===== src/rtl/if_pkg.sv =====
// Shared types for the instruction-fetch front end: pc_src encodings,
// fetch-queue entry layout and a sizing helper.
package if_pkg;

  typedef enum logic [1:0] {
    PCSRC_SEQ    = 2'b00,
    PCSRC_JUMP   = 2'b01,
    PCSRC_BRANCH = 2'b10,
    PCSRC_RETURN = 2'b11
  } pc_src_e;

  localparam int IF_ADDR_W  = 16;
  localparam int IF_INSTR_W = 16;

  // Queue payload at the default widths; the queue itself is width-generic.
  typedef struct packed {
    logic [IF_INSTR_W-1:0] instr;
    logic [IF_ADDR_W-1:0]  pc;
  } fq_entry_t;

  function automatic int fq_count_w(input int depth);
    return $clog2(depth) + 1;
  endfunction

endpackage


===== src/rtl/if_fetch_queue.sv =====
// Small synchronous FIFO with flush and a combinational head read.
// Flush has priority over push and pop; storage is zeroed on reset.
module if_fetch_queue
  import if_pkg::*;
#(
  parameter int DATA_W = 32,
  parameter int DEPTH  = 4
) (
  input  logic                    clk,
  input  logic                    rst_n,
  input  logic                    push,
  input  logic [DATA_W-1:0]       push_data,
  input  logic                    pop,
  input  logic                    flush,
  output logic [$clog2(DEPTH):0]  count,
  output logic [DATA_W-1:0]       head_data,
  output logic                    empty
);

  localparam int AW = $clog2(DEPTH);
  localparam int CW = fq_count_w(DEPTH);
  localparam logic [CW-1:0] FULL_C = CW'(DEPTH);
  localparam logic [CW-1:0] ONE_C  = CW'(1);
  localparam logic [AW-1:0] ONE_P  = AW'(1);

  logic [AW-1:0] rd_ptr_reg, wr_ptr_reg;
  logic [CW-1:0] count_reg;
  logic          do_push, do_pop;
  logic [DEPTH-1:0][DATA_W-1:0] entry_q;

  assign empty   = (count_reg == '0);
  assign do_push = push & ~flush & (count_reg != FULL_C);
  assign do_pop  = pop & ~flush & ~empty;

  genvar gi;
  for (gi = 0; gi < DEPTH; gi++) begin : g_entry
    logic [DATA_W-1:0] data_reg;
    always_ff @(posedge clk) begin
      if (!rst_n)
        data_reg <= '0;
      else if (do_push && wr_ptr_reg == AW'(gi))
        data_reg <= push_data;
    end
    assign entry_q[gi] = data_reg;
  end

  always_ff @(posedge clk) begin
    if (!rst_n || flush) begin
      rd_ptr_reg <= '0;
      wr_ptr_reg <= '0;
      count_reg  <= '0;
    end else begin
      if (do_push) wr_ptr_reg <= wr_ptr_reg + ONE_P;
      if (do_pop)  rd_ptr_reg <= rd_ptr_reg + ONE_P;
      case ({do_push, do_pop})
        2'b10:   count_reg <= count_reg + ONE_C;
        2'b01:   count_reg <= count_reg - ONE_C;
        default: count_reg <= count_reg;
      endcase
    end
  end

  assign count     = count_reg;
  assign head_data = entry_q[rd_ptr_reg];

endmodule


===== src/rtl/if_fetch_unit.sv =====
// Instruction-fetch front end: one in-flight synchronous memory read, a
// credit-checked fetch queue and redirect flush. Optional RAS: IF_RAS_EN.
module if_fetch_unit
  import if_pkg::*;
#(
  parameter int ADDR_W    = 16,
  parameter int INSTR_W   = 16,
  parameter int RESET_PC  = 0,
  parameter int PC_STEP   = 2,
  parameter int FQ_DEPTH  = 4,
  parameter int RAS_DEPTH = 4
) (
  input  logic                       clk,
  input  logic                       rst_n,
  input  logic [1:0]                 pc_src,
  input  logic [ADDR_W-1:0]          j_target,
  input  logic [ADDR_W-1:0]          i_target,
  input  logic [ADDR_W-1:0]          return_addr,
`ifdef IF_RAS_EN
  input  logic                       ras_push,
  input  logic [ADDR_W-1:0]          ras_push_addr,
`endif
  output logic                       imem_en,
  output logic [ADDR_W-1:0]          imem_addr,
  input  logic [INSTR_W-1:0]         imem_rdata,
  output logic                       out_valid,
  input  logic                       out_ready,
  output logic [INSTR_W-1:0]         out_instr,
  output logic [ADDR_W-1:0]          out_pc,
  output logic [ADDR_W-1:0]          out_npc,
  output logic [ADDR_W-1:0]          pc,
  output logic [$clog2(FQ_DEPTH):0]  fq_count
);

  localparam int CW = fq_count_w(FQ_DEPTH);
  localparam logic [ADDR_W-1:0] STEP_A  = ADDR_W'(PC_STEP);
  localparam logic [ADDR_W-1:0] RST_PC  = ADDR_W'(RESET_PC);
  localparam logic [CW-1:0]     DEPTH_C = CW'(FQ_DEPTH);

  pc_src_e                   src;
  logic                      redirect, issue, fq_push, fq_pop, fq_empty;
  logic                      inflight_reg;
  logic [ADDR_W-1:0]         pc_reg, pc_next, inflight_pc_reg, target, ret_target;
  logic [CW-1:0]             fq_count_raw, credits_used;
  logic [INSTR_W+ADDR_W-1:0] head_data;
  logic [ADDR_W-1:0]         head_pc;

  assign src      = pc_src_e'(pc_src);
  assign redirect = (src != PCSRC_SEQ);

  // Credits count the queued entries plus the read still in flight; a pop
  // in the same cycle is deliberately not credited.
  assign credits_used = fq_count_raw + CW'(inflight_reg);
  assign issue        = rst_n & ~redirect & (credits_used < DEPTH_C);
  assign fq_push      = inflight_reg & ~redirect;
  assign fq_pop       = out_valid & out_ready;

`ifdef IF_RAS_EN
  localparam int RAW = $clog2(RAS_DEPTH);
  localparam logic [RAW:0]   RAS_FULL = (RAW+1)'(RAS_DEPTH);
  localparam logic [RAW:0]   RAS_ONE  = (RAW+1)'(1);
  localparam logic [RAW-1:0] PTR_ONE  = RAW'(1);

  logic [RAW-1:0]                 ras_top_reg, ras_wr_idx;
  logic [RAW:0]                   ras_count_reg;
  logic [RAS_DEPTH-1:0][ADDR_W-1:0] ras_entry;
  logic                           ras_hit, ras_pop;

  assign ras_hit    = (ras_count_reg != '0);
  assign ras_pop    = (src == PCSRC_RETURN) && ras_hit;
  // A simultaneous pop frees the top slot, so the push lands there.
  assign ras_wr_idx = ras_pop ? ras_top_reg : ras_top_reg + PTR_ONE;
  assign ret_target = ras_hit ? ras_entry[ras_top_reg] : return_addr;

  genvar gi;
  for (gi = 0; gi < RAS_DEPTH; gi++) begin : g_ras
    logic [ADDR_W-1:0] addr_reg;
    always_ff @(posedge clk) begin
      if (!rst_n)
        addr_reg <= '0;
      else if (ras_push && ras_wr_idx == RAW'(gi))
        addr_reg <= ras_push_addr;
    end
    assign ras_entry[gi] = addr_reg;
  end

  // Circular stack: a push when full advances over the oldest slot.
  always_ff @(posedge clk) begin
    if (!rst_n) begin
      ras_top_reg   <= '0;
      ras_count_reg <= '0;
    end else begin
      case ({ras_push, ras_pop})
        2'b10: begin
          ras_top_reg <= ras_top_reg + PTR_ONE;
          if (ras_count_reg != RAS_FULL) ras_count_reg <= ras_count_reg + RAS_ONE;
        end
        2'b01: begin
          ras_top_reg   <= ras_top_reg - PTR_ONE;
          ras_count_reg <= ras_count_reg - RAS_ONE;
        end
        default: begin
          ras_top_reg   <= ras_top_reg;
          ras_count_reg <= ras_count_reg;
        end
      endcase
    end
  end
`else
  assign ret_target = return_addr;
`endif

  always_comb begin
    target = pc_reg;
    case (src)
      PCSRC_JUMP:   target = j_target;
      PCSRC_BRANCH: target = i_target;
      PCSRC_RETURN: target = ret_target;
      default:      target = pc_reg;
    endcase
  end

  always_comb begin
    pc_next = pc_reg;
    if (redirect)
      pc_next = target;
    else if (issue)
      pc_next = pc_reg + STEP_A;
  end

  always_ff @(posedge clk) begin
    if (!rst_n) begin
      pc_reg          <= RST_PC;
      inflight_reg    <= 1'b0;
      inflight_pc_reg <= '0;
    end else begin
      pc_reg       <= pc_next;
      inflight_reg <= issue;
      if (issue) inflight_pc_reg <= pc_reg;
    end
  end

  if_fetch_queue #(
    .DATA_W (INSTR_W + ADDR_W),
    .DEPTH  (FQ_DEPTH)
  ) u_fq (
    .clk       (clk),
    .rst_n     (rst_n),
    .push      (fq_push),
    .push_data ({imem_rdata, inflight_pc_reg}),
    .pop       (fq_pop),
    .flush     (redirect),
    .count     (fq_count_raw),
    .head_data (head_data),
    .empty     (fq_empty)
  );

  assign head_pc   = head_data[ADDR_W-1:0];
  assign imem_en   = issue;
  assign imem_addr = rst_n ? pc_reg : RST_PC;
  assign pc        = rst_n ? pc_reg : RST_PC;
  assign out_valid = rst_n & ~fq_empty;
  assign out_instr = rst_n ? head_data[INSTR_W+ADDR_W-1:ADDR_W] : '0;
  assign out_pc    = rst_n ? head_pc : '0;
  assign out_npc   = rst_n ? head_pc + STEP_A : '0;
  assign fq_count  = rst_n ? fq_count_raw : '0;

endmodule


===== config.mk =====
export PLATFORM = sky130hd
export DESIGN_NAME = if_fetch_unit
export DESIGN_NICKNAME = d
export VERILOG_FILES = /design/src/rtl/if_pkg.sv /design/src/rtl/if_fetch_queue.sv /design/src/rtl/if_fetch_unit.sv
export SDC_FILE = /design/constraint.sdc
export NUM_CORES = 1
export LEC_CHECK = 0
export CAP_MARGIN = 20
export CORE_AREA = 5 5 104 155
export CTS_CLUSTER_DIAMETER = 150
export DETAILED_ROUTE_END_ITERATION = 7
export DIE_AREA = 0 0 109 160
export GPL_TIMING_DRIVEN = 0
export PLACE_DENSITY_LB_ADDON = 0.2
export RECOVER_POWER = 25
export SETUP_SLACK_MARGIN = 0.3
export SLEW_MARGIN = 5
export SYNTH_ARGS = -nofsm -noshare
export SYNTH_HDL_FRONTEND = slang
export SYNTH_SLANG_ARGS = --single-unit

===== constraint.sdc =====
create_clock -name clk -period 4.8 [get_ports clk]
set_clock_uncertainty 0.1 [all_clocks]
set_input_delay 0.72 -clock clk [delete_from_list [all_inputs] [get_ports clk]]
set_output_delay 0.72 -clock clk [all_outputs]
set_load 0.05 [all_outputs]

# Word-level counts from Yosys, hierarchy flattened
# Index checks and enable logic that the tools add are counted.
# totals
register_bits	168
input_bits	69
output_inout_bits	85
elab_cells	63
# classes
add_sub_neg	7
n_lt_le_gt_ge	2
n_eq_ne	10
mux	11
bitwise_logic	11
reduce_logical	12
# op_table
cell	count
16-bit 2-to-1 mux	6
32-bit binary-select mux with 2-bit select	1
16-bit case mux with 3 select lines	1
16-bit by 2-bit adder with 16-bit output, second input constant	2
32-bit 2-to-1 mux	1
2-bit == test, second input constant	5
1-bit bitwise AND	9
2-bit by 1-bit == test with 1-bit output, second input constant	3
3-bit case mux with 2 select lines	1
2-bit nonzero test	3
2-bit by 1-bit adder with 2-bit output, second input constant	2
1-bit logical AND	4
4-bit inequality test, second input constant	1
3-bit by 1-bit adder with 3-bit output	1
3-bit by 1-bit adder with 3-bit output, second input constant	1
3-bit logical NOT	1
2-bit by 3-bit less-than comparator with 1-bit output, second input constant	1
3-bit less-than comparator, second input constant	1
3-bit 2-to-1 mux	1
3-bit inequality test, second input constant	1
3-bit by 1-bit subtractor with 3-bit output, second input constant	1
2-bit logical NOT	1
1-bit inverter	2
2-bit AND reduction	1
other kinds (2)	2

# Logic depth before layout (Yosys ltp)
# Gate-level depths: netlist (run 1).
# logic_depth
depth_word	8
depth_mapped	12
depth_no_buf	10

# Cells and area by module
# Synthesis (run 1) repeated with hierarchy kept, for this count alone.
# unflattened
hier_cells	885
hier_area_um2	8645.8
# modules_own_cells
mod	instances	cells_per_inst	area_per_inst_um2
if_fetch_queue	1	545	6008.3
if_fetch_unit	1	340	2637.5

# Least setup slack after synthesis (run 1)
# No wires, ideal clock.
# synth_path
path_kind	reg2out
from	register u_fq.rd_ptr_reg[0]
to	output out_npc[15]
t_arrival_ns	2.829
path_slack_ns	1.151
stages_incl_launch_ff	10
path_buffers	2
cell_sequence	dfxtp_1 buf_6 buf_12 mux4_2 ha_1 nand2_1 o22ai_1 nand3_1 or4_1 a21oi_1
# synth_between
elab_chain_cells	4
# synth_lines
element	line	text
start, declared	if_fetch_queue.sv:26	logic [AW-1:0] rd_ptr_reg, wr_ptr_reg;
start signal, assigned	if_fetch_queue.sv:54	if (do_pop) rd_ptr_reg <= rd_ptr_reg + ONE_P;
32-bit binary-select mux with 2-bit select	if_fetch_queue.sv:64	assign head_data = entry_q[rd_ptr_reg];
32-bit 2-to-1 mux (implied by the code)	if_fetch_queue.sv:64	
16-bit by 2-bit adder with 16-bit output	if_fetch_unit.sv:165	assign out_npc = rst_n ? head_pc + STEP_A : '0;
16-bit 2-to-1 mux	if_fetch_unit.sv:165	
end, declared	if_fetch_unit.sv:30	output logic [ADDR_W-1:0] out_npc,
# Every way passes these cells. The select of a mux whose other input is x is not followed.

# Worst setup path after layout (run 1)
# layout_path
from	register u_fq.rd_ptr_reg[1]
to	output out_npc[11]
# Same word-level chain as after synthesis.

==> results of run 1 <==
## timing repair
item	CTS	global route
endpoints found under the setup margin	2	5
pin swaps	0	0
gates resized for setup	2	6
## how the worst min path moves through the flow
| stage | from | end | slack (ns) | depth (start not counted) |
|---|---|---|---|---|
| after floorplan | u_fq.g_entry[1].data_reg[11] | u_fq.g_entry[1].data_reg[11] | 0.33 | 2 |
| after global placement | u_fq.g_entry[2].data_reg[7] | u_fq.g_entry[2].data_reg[7] | 0.34 | 2 |
| after detailed placement | u_fq.g_entry[3].data_reg[8] | u_fq.g_entry[3].data_reg[8] | 0.35 | 2 |
| after CTS | u_fq.g_entry[2].data_reg[5] | u_fq.g_entry[2].data_reg[5] | 0.35 | 2 |
| after global routing | u_fq.g_entry[3].data_reg[0] | u_fq.g_entry[3].data_reg[0] | 0.37 | 2 |
| final | u_fq.g_entry[0].data_reg[5] | u_fq.g_entry[0].data_reg[5] | 0.35 | 2 |
## layout make-up
| type | count | area (um^2) |
|---|---|---|
| Multi-Input combinational cell | 708 | 4300 |
| Clock buffer | 22 | 474 |
| Fill cell | 1123 | 3910 |
| Sequential cell | 168 | 3360 |
| Inverter | 13 | 48.8 |
| Clock inverter | 10 | 189 |
| Buffer | 97 | 473 |
| Tap cell | 196 | 245 |
| Timing Repair Buffer | 152 | 1520 |
## per-stage QoR
stage                     power [mW]  instance area (um^2)  cells
final                           3.27                 10600   1366
after global routing            3.35                 10600   1366
after CTS                       3.27                 10600   1366
after detailed placement        1.77                  9960   1334
after global placement          1.76                  9960   1334
after floorplan                 1.63                  8190    986
## synthesized netlist by cell type, types with 4 or more instances
cell type / n
nand2_1: 245
dfxtp_1: 168
a21oi_1: 137
nand3_1: 72
clkbuf_1: 59
and2_1: 50
nor2_1: 33
o21ai_0: 28
mux4_2: 24
buf_2: 17
buf_4: 17
mux2i_1: 14
inv_1: 13
xnor2_1: 13
mux4_1: 11
xor2_1: 10
ha_1: 7
mux2_2: 7
a221oi_1: 6
nor4_1: 6
nand4_1: 5
nor3_1: 5
a22oi_1: 4
## worst max-delay path, cell delays in order, from the launching register on
cell and delay [ns]:
dfxtp_1 0.32, buf_2 0.22, buf_2 0.31, mux4_2 0.29, ha_1 0.25, nand2_1 0.08, o22ai_1 0.26, nand3_1 0.26
or3_1 0.38, a21oi_1 0.22, clkdlybuf4s15_1 0.54
## kinds of logic after synthesis
| kind of cell | count (synthesis) | share of synthesized area, % |
|---|---|---|
| simple gates | 436 | 23.9 |
| compound gates | 185 | 12.1 |
| buf+inv | 110 | 6.37 |
| fa+ha+maj | 8 | 1.31 |
| flops | 168 | 41.1 |
| xor+xnor | 23 | 2.46 |
| mux | 56 | 12.8 |
## power groups by stage
stage / Sequential, mW / Clock, mW / Combinational (mW)
floorplan: 1.46 / 0 / 0.167
global placement: 1.47 / 0 / 0.297
detailed placement: 1.47 / 0 / 0.299
CTS: 1.44 / 1.53 / 0.301
global route: 1.44 / 1.59 / 0.320
finish: 1.44 / 1.53 / 0.301
## routing by layer
metal | global-route usage [%] | part of all wire [%] | wire (um)
met3 | 6.62 | 8.1 | 2030
met2 | 52.9 | 52 | 12900
met5 | 0 | 0 | 0
met4 | 13.6 | 4.2 | 1050
met1 | 31.3 | 36 | 8980
==> results.json, run 1 <==
{
  "outcome": "finished, final reports clean",
  "synth-main-ff-cell": "dfxtp_1",
  "grt_pass1_vias": 8086,
  "ys_ff_latch": 168,
  "avgSynthCellArea_um2": 8.31,
  "tritoncts": "built",
  "antenna_cells": 0,
  "synth_top_area_share_pct": 41.1,
  "core_area_um2": 14500,
  "fin_ws_ns": 0.437,
  "post_cts_buffers": 0,
  "io_pins": 154,
  "whs_ns": 0.352,
  "final_util_pct": 73.1,
  "clk_pin_slew_ns": 0.06,
  "power.leakage_nw": 3.64,
  "layout.nets": 1234,
  "dr.first_iter.drc_count": 627,
  "fin_crit_sh_pct": 90.9,
  "async_flop_share_pct": 0,
  "largest_reg_flops": 128,
  "rrSetupSlack_ns": 1.48,
  "slew_viol_final": 0,
  "dp_hpwl_um": 18200,
  "reg2reg_from": "u_fq.count[0]",
  "synth_edf_count": 0,
  "reg2reg_depth": 11,
  "synth_area_leader_cell": "dfxtp_1",
  "ctsHoldBuffers": 0,
  "wl_per_cell_um": 18.3,
  "grt_max_degree": 17,
  "die-area_um2": 17400,
  "firstDrtPassIters": 6,
  "place_ws_ns": 0.329,
  "place.gp.congestion": 0.909,
  "synth_cell_type_count": 45,
  "io_buffers": 152,
  "gr-total-overflow": 0,
  "final_cell_mix": "nand2_1 (245), dfxtp_1 (168), clkdlybuf4s50_1 (146)",
  "clock-sinks": 168,
  "setup_viol": 0,
  "endpoint": "out_npc[11]",
  "drc_errors": 0,
  "p_switching_uw": 757,
  "grtUsageTotal_pct": 29.2,
  "vdd_drop_max_uv": 208,
  "wl_um": 25000,
  "antenna_found_initial": 0,
  "cts_root_buffer": "clkbuf_16",
  "vias": 7823,
  "seq_area_frac_synth_pct": 41.1,
  "start_kind": "register",
  "cap_violations": 0,
  "p_sw_share_pct": 23.2,
  "cts.path.max_buffers": 2,
  "numCtsBuffers": 17,
  "dieHeight_um": 160,
  "post-route-min-period_ns": 4.36,
  "routed_via_density": 5.73,
  "tightest_slew_ns": 0.978,
  "antenna_left": 0,
  "finalSetupTns_ns": 0,
  "insertion_delay_ns": 0.43,
  "crit_arrival_ns": 3.54,
  "ys_warn_count": 0,
  "reg2reg_to": "u_fq.count[2]",
  "hp-class": "reg -> reg",
  "rsz0062_at_grt": "yes",
  "critical_path.max_fanout": 10,
  "critical_path.startpoint": "u_fq.rd_ptr_reg[1]",
  "htree_levels": 4,
  "final_common_cell": "nand2_1",
  "seq_power_share_pct": 44.0,
  "path_class": "reg -> out",
  "clockPowerShare_pct": 46.8,
  "die_w_um": 109,
  "p_per_area_nw_per_um2": 308,
  "required_ns": 3.98,
  "final_hold_viol_count": 0,
  "p_comb_share_pct": 9.2,
  "cp-end-kind": "output pin",
  "fmax_ghz": 0.229,
  "synth_area_leaders": "dfxtp_1 (41%), nand2_1 (11%), a21oi_1 (8.4%)",
  "netlist_instances": 986,
  "area_delta_synth_final_pct": 29.6,
  "grt_pass1_wl_um": 40100,
  "syn-num-nets": 1063,
  "num_rows": 54,
  "drive_gt1_share_pct": 8.55,
  "p_int_mw": 2.51,
  "initial_utilization_pct": 56.4,
  "max-slew-margin-rel_pct": 34.7,
  "syn_area_um2": 8190
}
Power figures use the tool's default switching activity.
==> run 2: changes to the inputs <==
--- a/config.mk
+++ b/config.mk
@@ -6,15 +6,15 @@
 export NUM_CORES = 1
 export LEC_CHECK = 0
 export CAP_MARGIN = 20
-export CORE_AREA = 5 5 104 155
+export CORE_AREA = 5 5 108 161
 export CTS_CLUSTER_DIAMETER = 150
 export DETAILED_ROUTE_END_ITERATION = 7
-export DIE_AREA = 0 0 109 160
+export DIE_AREA = 0 0 113 166
 export GPL_TIMING_DRIVEN = 0
 export PLACE_DENSITY_LB_ADDON = 0.2
 export RECOVER_POWER = 25
 export SETUP_SLACK_MARGIN = 0.3
-export SLEW_MARGIN = 5
+export SLEW_MARGIN = 30
 export SYNTH_ARGS = -nofsm -noshare
 export SYNTH_HDL_FRONTEND = slang
 export SYNTH_SLANG_ARGS = --single-unit
==> constraint.sdc (replaced) <==
create_clock -name clk -period 4.7 [get_ports clk]
set_clock_uncertainty 0.1 [all_clocks]
set_input_delay 0.705 -clock clk [delete_from_list [all_inputs] [get_ports clk]]
set_output_delay 0.705 -clock clk [all_outputs]
set_load 0.05 [all_outputs]
==> run 2 against run 1 <==
Utilization is 6.9 points lower. Die area increased by 7.6%. Sequential power about the same. Combinational power increased by 2%. Critical path depth stayed put. Via count decreased by 1.6%. Final cell count up 0.73%. Clock-buffer cell count fell by 5.
==> results.json, run 2 (synthesis results as in run 1) <==
{
  "p_sw_share_pct": 26.1,
  "num_rows": 57,
  "grt_pass1_wl_um": 40500,
  "hold_depth": 2,
  "insertion_delay_ns": 0.43,
  "max-slew-margin-rel_pct": 34.4,
  "min_from": "u_fq.g_entry[0].data_reg[9]",
  "critPathMostFrequentCell": "buf_2",
  "wl_per_cell_um": 18.4,
  "clock-sinks": 168,
  "cts.path.max_buffers": 2,
  "final_hold_viol_count": 0,
  "final_cell_mix": "nand2_1 (245), dfxtp_1 (168), clkdlybuf4s50_1 (145)",
  "post-route-min-period_ns": 4.34,
  "dr.first_iter.drc_count": 613,
  "required_ns": 3.89,
  "setup_viol": 0,
  "io_pins": 154,
  "p_int_mw": 2.31,
  "cp_top_family": "simple AND/OR/NAND/NOR gates",
  "p_per_area_nw_per_um2": 298,
  "dieHeight_um": 166,
  "cap_violations": 0,
  "place_area_um2": 9970,
  "power.leakage_nw": 3.59,
  "routed_via_density": 5.60,
  "path_cells": "buf_2 > buf_2 > mux4_2 > ha_1 > nand2_1 > o22ai_1 > nand3_1 > or4_1 > a21oi_1 > clkbuf_2",
  "seq_power_share_pct": 46.9,
  "critical_path.max_fanout": 10,
  "place.gp.congestion": 0.872,
  "crit_arrival_ns": 3.53,
  "outcome": "finished, final reports clean",
  "io_buffers": 152,
  "start_kind": "register",
  "area_delta_synth_final_pct": 28.4,
  "power.total_mw": 3.13,
  "slew_viol_final": 0,
  "final_common_cell": "nand2_1",
  "vdd_drop_max_uv": 234,
  "die-area_um2": 18800,
  "post_cts_buffers": 0,
  "drc_errors": 0,
  "core_area_um2": 15900,
  "wl_um": 25300,
  "cts_resized": 4,
  "tightest_slew_ns": 0.981,
  "grtUsageTotal_pct": 27.0,
  "p_switching_uw": 818,
  "antenna_cells": 0,
  "min_to": "u_fq.g_entry[0].data_reg[9]",
  "layout.nets": 1234,
  "vias": 7700,
  "grt_pass1_vias": 8041,
  "largest_reg_flops": 128,
  "path_buf_inv": 3,
  "reg2reg_from": "u_fq.count[0]",
  "reg2reg_to": "u_fq.count[2]",
  "antenna_left": 0,
  "dp_hpwl_um": 18800,
  "hp-class": "reg -> reg",
  "fmax_ghz": 0.231,
  "gr-total-overflow": 0,
  "finalSetupTns_ns": 0,
  "finish.instance_area_um2": 10500,
  "rsz0062_at_grt": "yes",
  "antenna_found_initial": 0,
  "initial_utilization_pct": 51.5,
  "clk_pin_slew_ns": 0.07,
  "rrSetupSlack_ns": 1.35,
  "p_comb_share_pct": 9.8,
  "slowest_delay_ns": 0.54,
  "drive_gt1_share_pct": 8.80,
  "htree_levels": 4,
  "cp-end-kind": "output pin",
  "reg2reg_depth": 11,
  "path_class": "reg -> out",
  "fin_crit_sh_pct": 92.3,
  "clockPowerShare_pct": 43.3,
  "die_w_um": 113,
  "numCtsBuffers": 17,
  "crit_path_top_delay_cell": "or4_1",
  "ctsHoldBuffers": 0,
  "tritoncts": "built",
  "grt_max_degree": 17,
  "firstDrtPassIters": 5,
  "cts_root_buffer": "clkbuf_16"
}
[run 2: cell count changes in the layout (fill, tap and decap cells not counted), sizes merged, moves of 2 or more]
cell / change
bufinv: -4
clkbuf: -4
inv: +4
clkinv: +3
clkinvlp: +2
dlygate4sd2: +2
[run 2: stage by stage]
step	hold WS [ns]	worst slack, ns	instances	util [%]
global route	0.363	0.221	1376	66.1
floorplan	0.332	1.07	986	-
finish	0.352	0.363	1376	66.1
detailed placement	0.345	0.280	1344	62.7
CTS	0.353	0.165	1376	66.2
global placement	0.338	0.302	1344	62.7
[run 2: final cells by class]
type | instances | area (um^2)
Fill cell | 1333 | 5390
Clock inverter | 15 | 140
Inverter | 13 | 48.8
Sequential cell | 168 | 3360
Timing Repair Buffer | 152 | 1510
Tap cell | 206 | 258
Multi-Input combinational cell | 708 | 4300
Clock buffer | 17 | 425
Buffer | 97 | 473
[run 2: worst reg2reg max path, stage by stage (launching register included)]
cell and delay, ns:
dfxtp_1 0.44, nor3b_1 0.10, nor3b_1 0.81, clkbuf_1 0.44
buf_2 0.34, inv_1 0.08, ha_1 0.21, inv_1 0.07
fa_1 0.18, xor2_1 0.07, or3_1 0.30, a21oi_1 0.13
[run 2: routing by layer]
metal | global-route usage [%] | wire (um) | part of all wire [%]
met3 | 5.21 | 1780 | 7.0
met1 | 29.3 | 9200 | 36
met4 | 13.7 | 925 | 3.7
met5 | 0 | 0 | 0
met2 | 49.1 | 13400 | 53
[run 2: worst max path at each step]
stage | endpoint | cells past startpoint | slack (ns) | from
CTS | out_npc[15] | 10 | 0.17 | u_fq.rd_ptr_reg[1]
finish | out_npc[15] | 10 | 0.36 | u_fq.rd_ptr_reg[1]
global placement | imem_en | 7 | 0.30 | pc_src[1]
global route | u_fq.count[2] | 13 | 0.22 | pc_src[1]
detailed placement | imem_en | 7 | 0.28 | pc_src[1]
floorplan | out_npc[15] | 9 | 1.07 | u_fq.rd_ptr_reg[0]
[run 2: power by group through the flow]
stage | sequential (mW) | combinational, mW | clock (mW)
finish | 1.47 | 0.306 | 1.36
global route | 1.47 | 0.327 | 1.41
CTS | 1.47 | 0.307 | 1.36
detailed placement | 1.50 | 0.305 | 0
global placement | 1.50 | 0.303 | 0
floorplan | 1.49 | 0.171 | 0
==> run 3: changes to the inputs <==
--- a/config.mk
+++ b/config.mk
@@ -5,6 +5,7 @@
 export SDC_FILE = /design/constraint.sdc
 export NUM_CORES = 1
 export LEC_CHECK = 0
+export ABC_CLOCK_PERIOD_IN_PS = 4700
 export CAP_MARGIN = 20
 export CORE_AREA = 5 5 108 161
 export CTS_CLUSTER_DIAMETER = 150
==> results of run 3 <==
The final DEF is identical to that of run 2; final timing and power are the same.
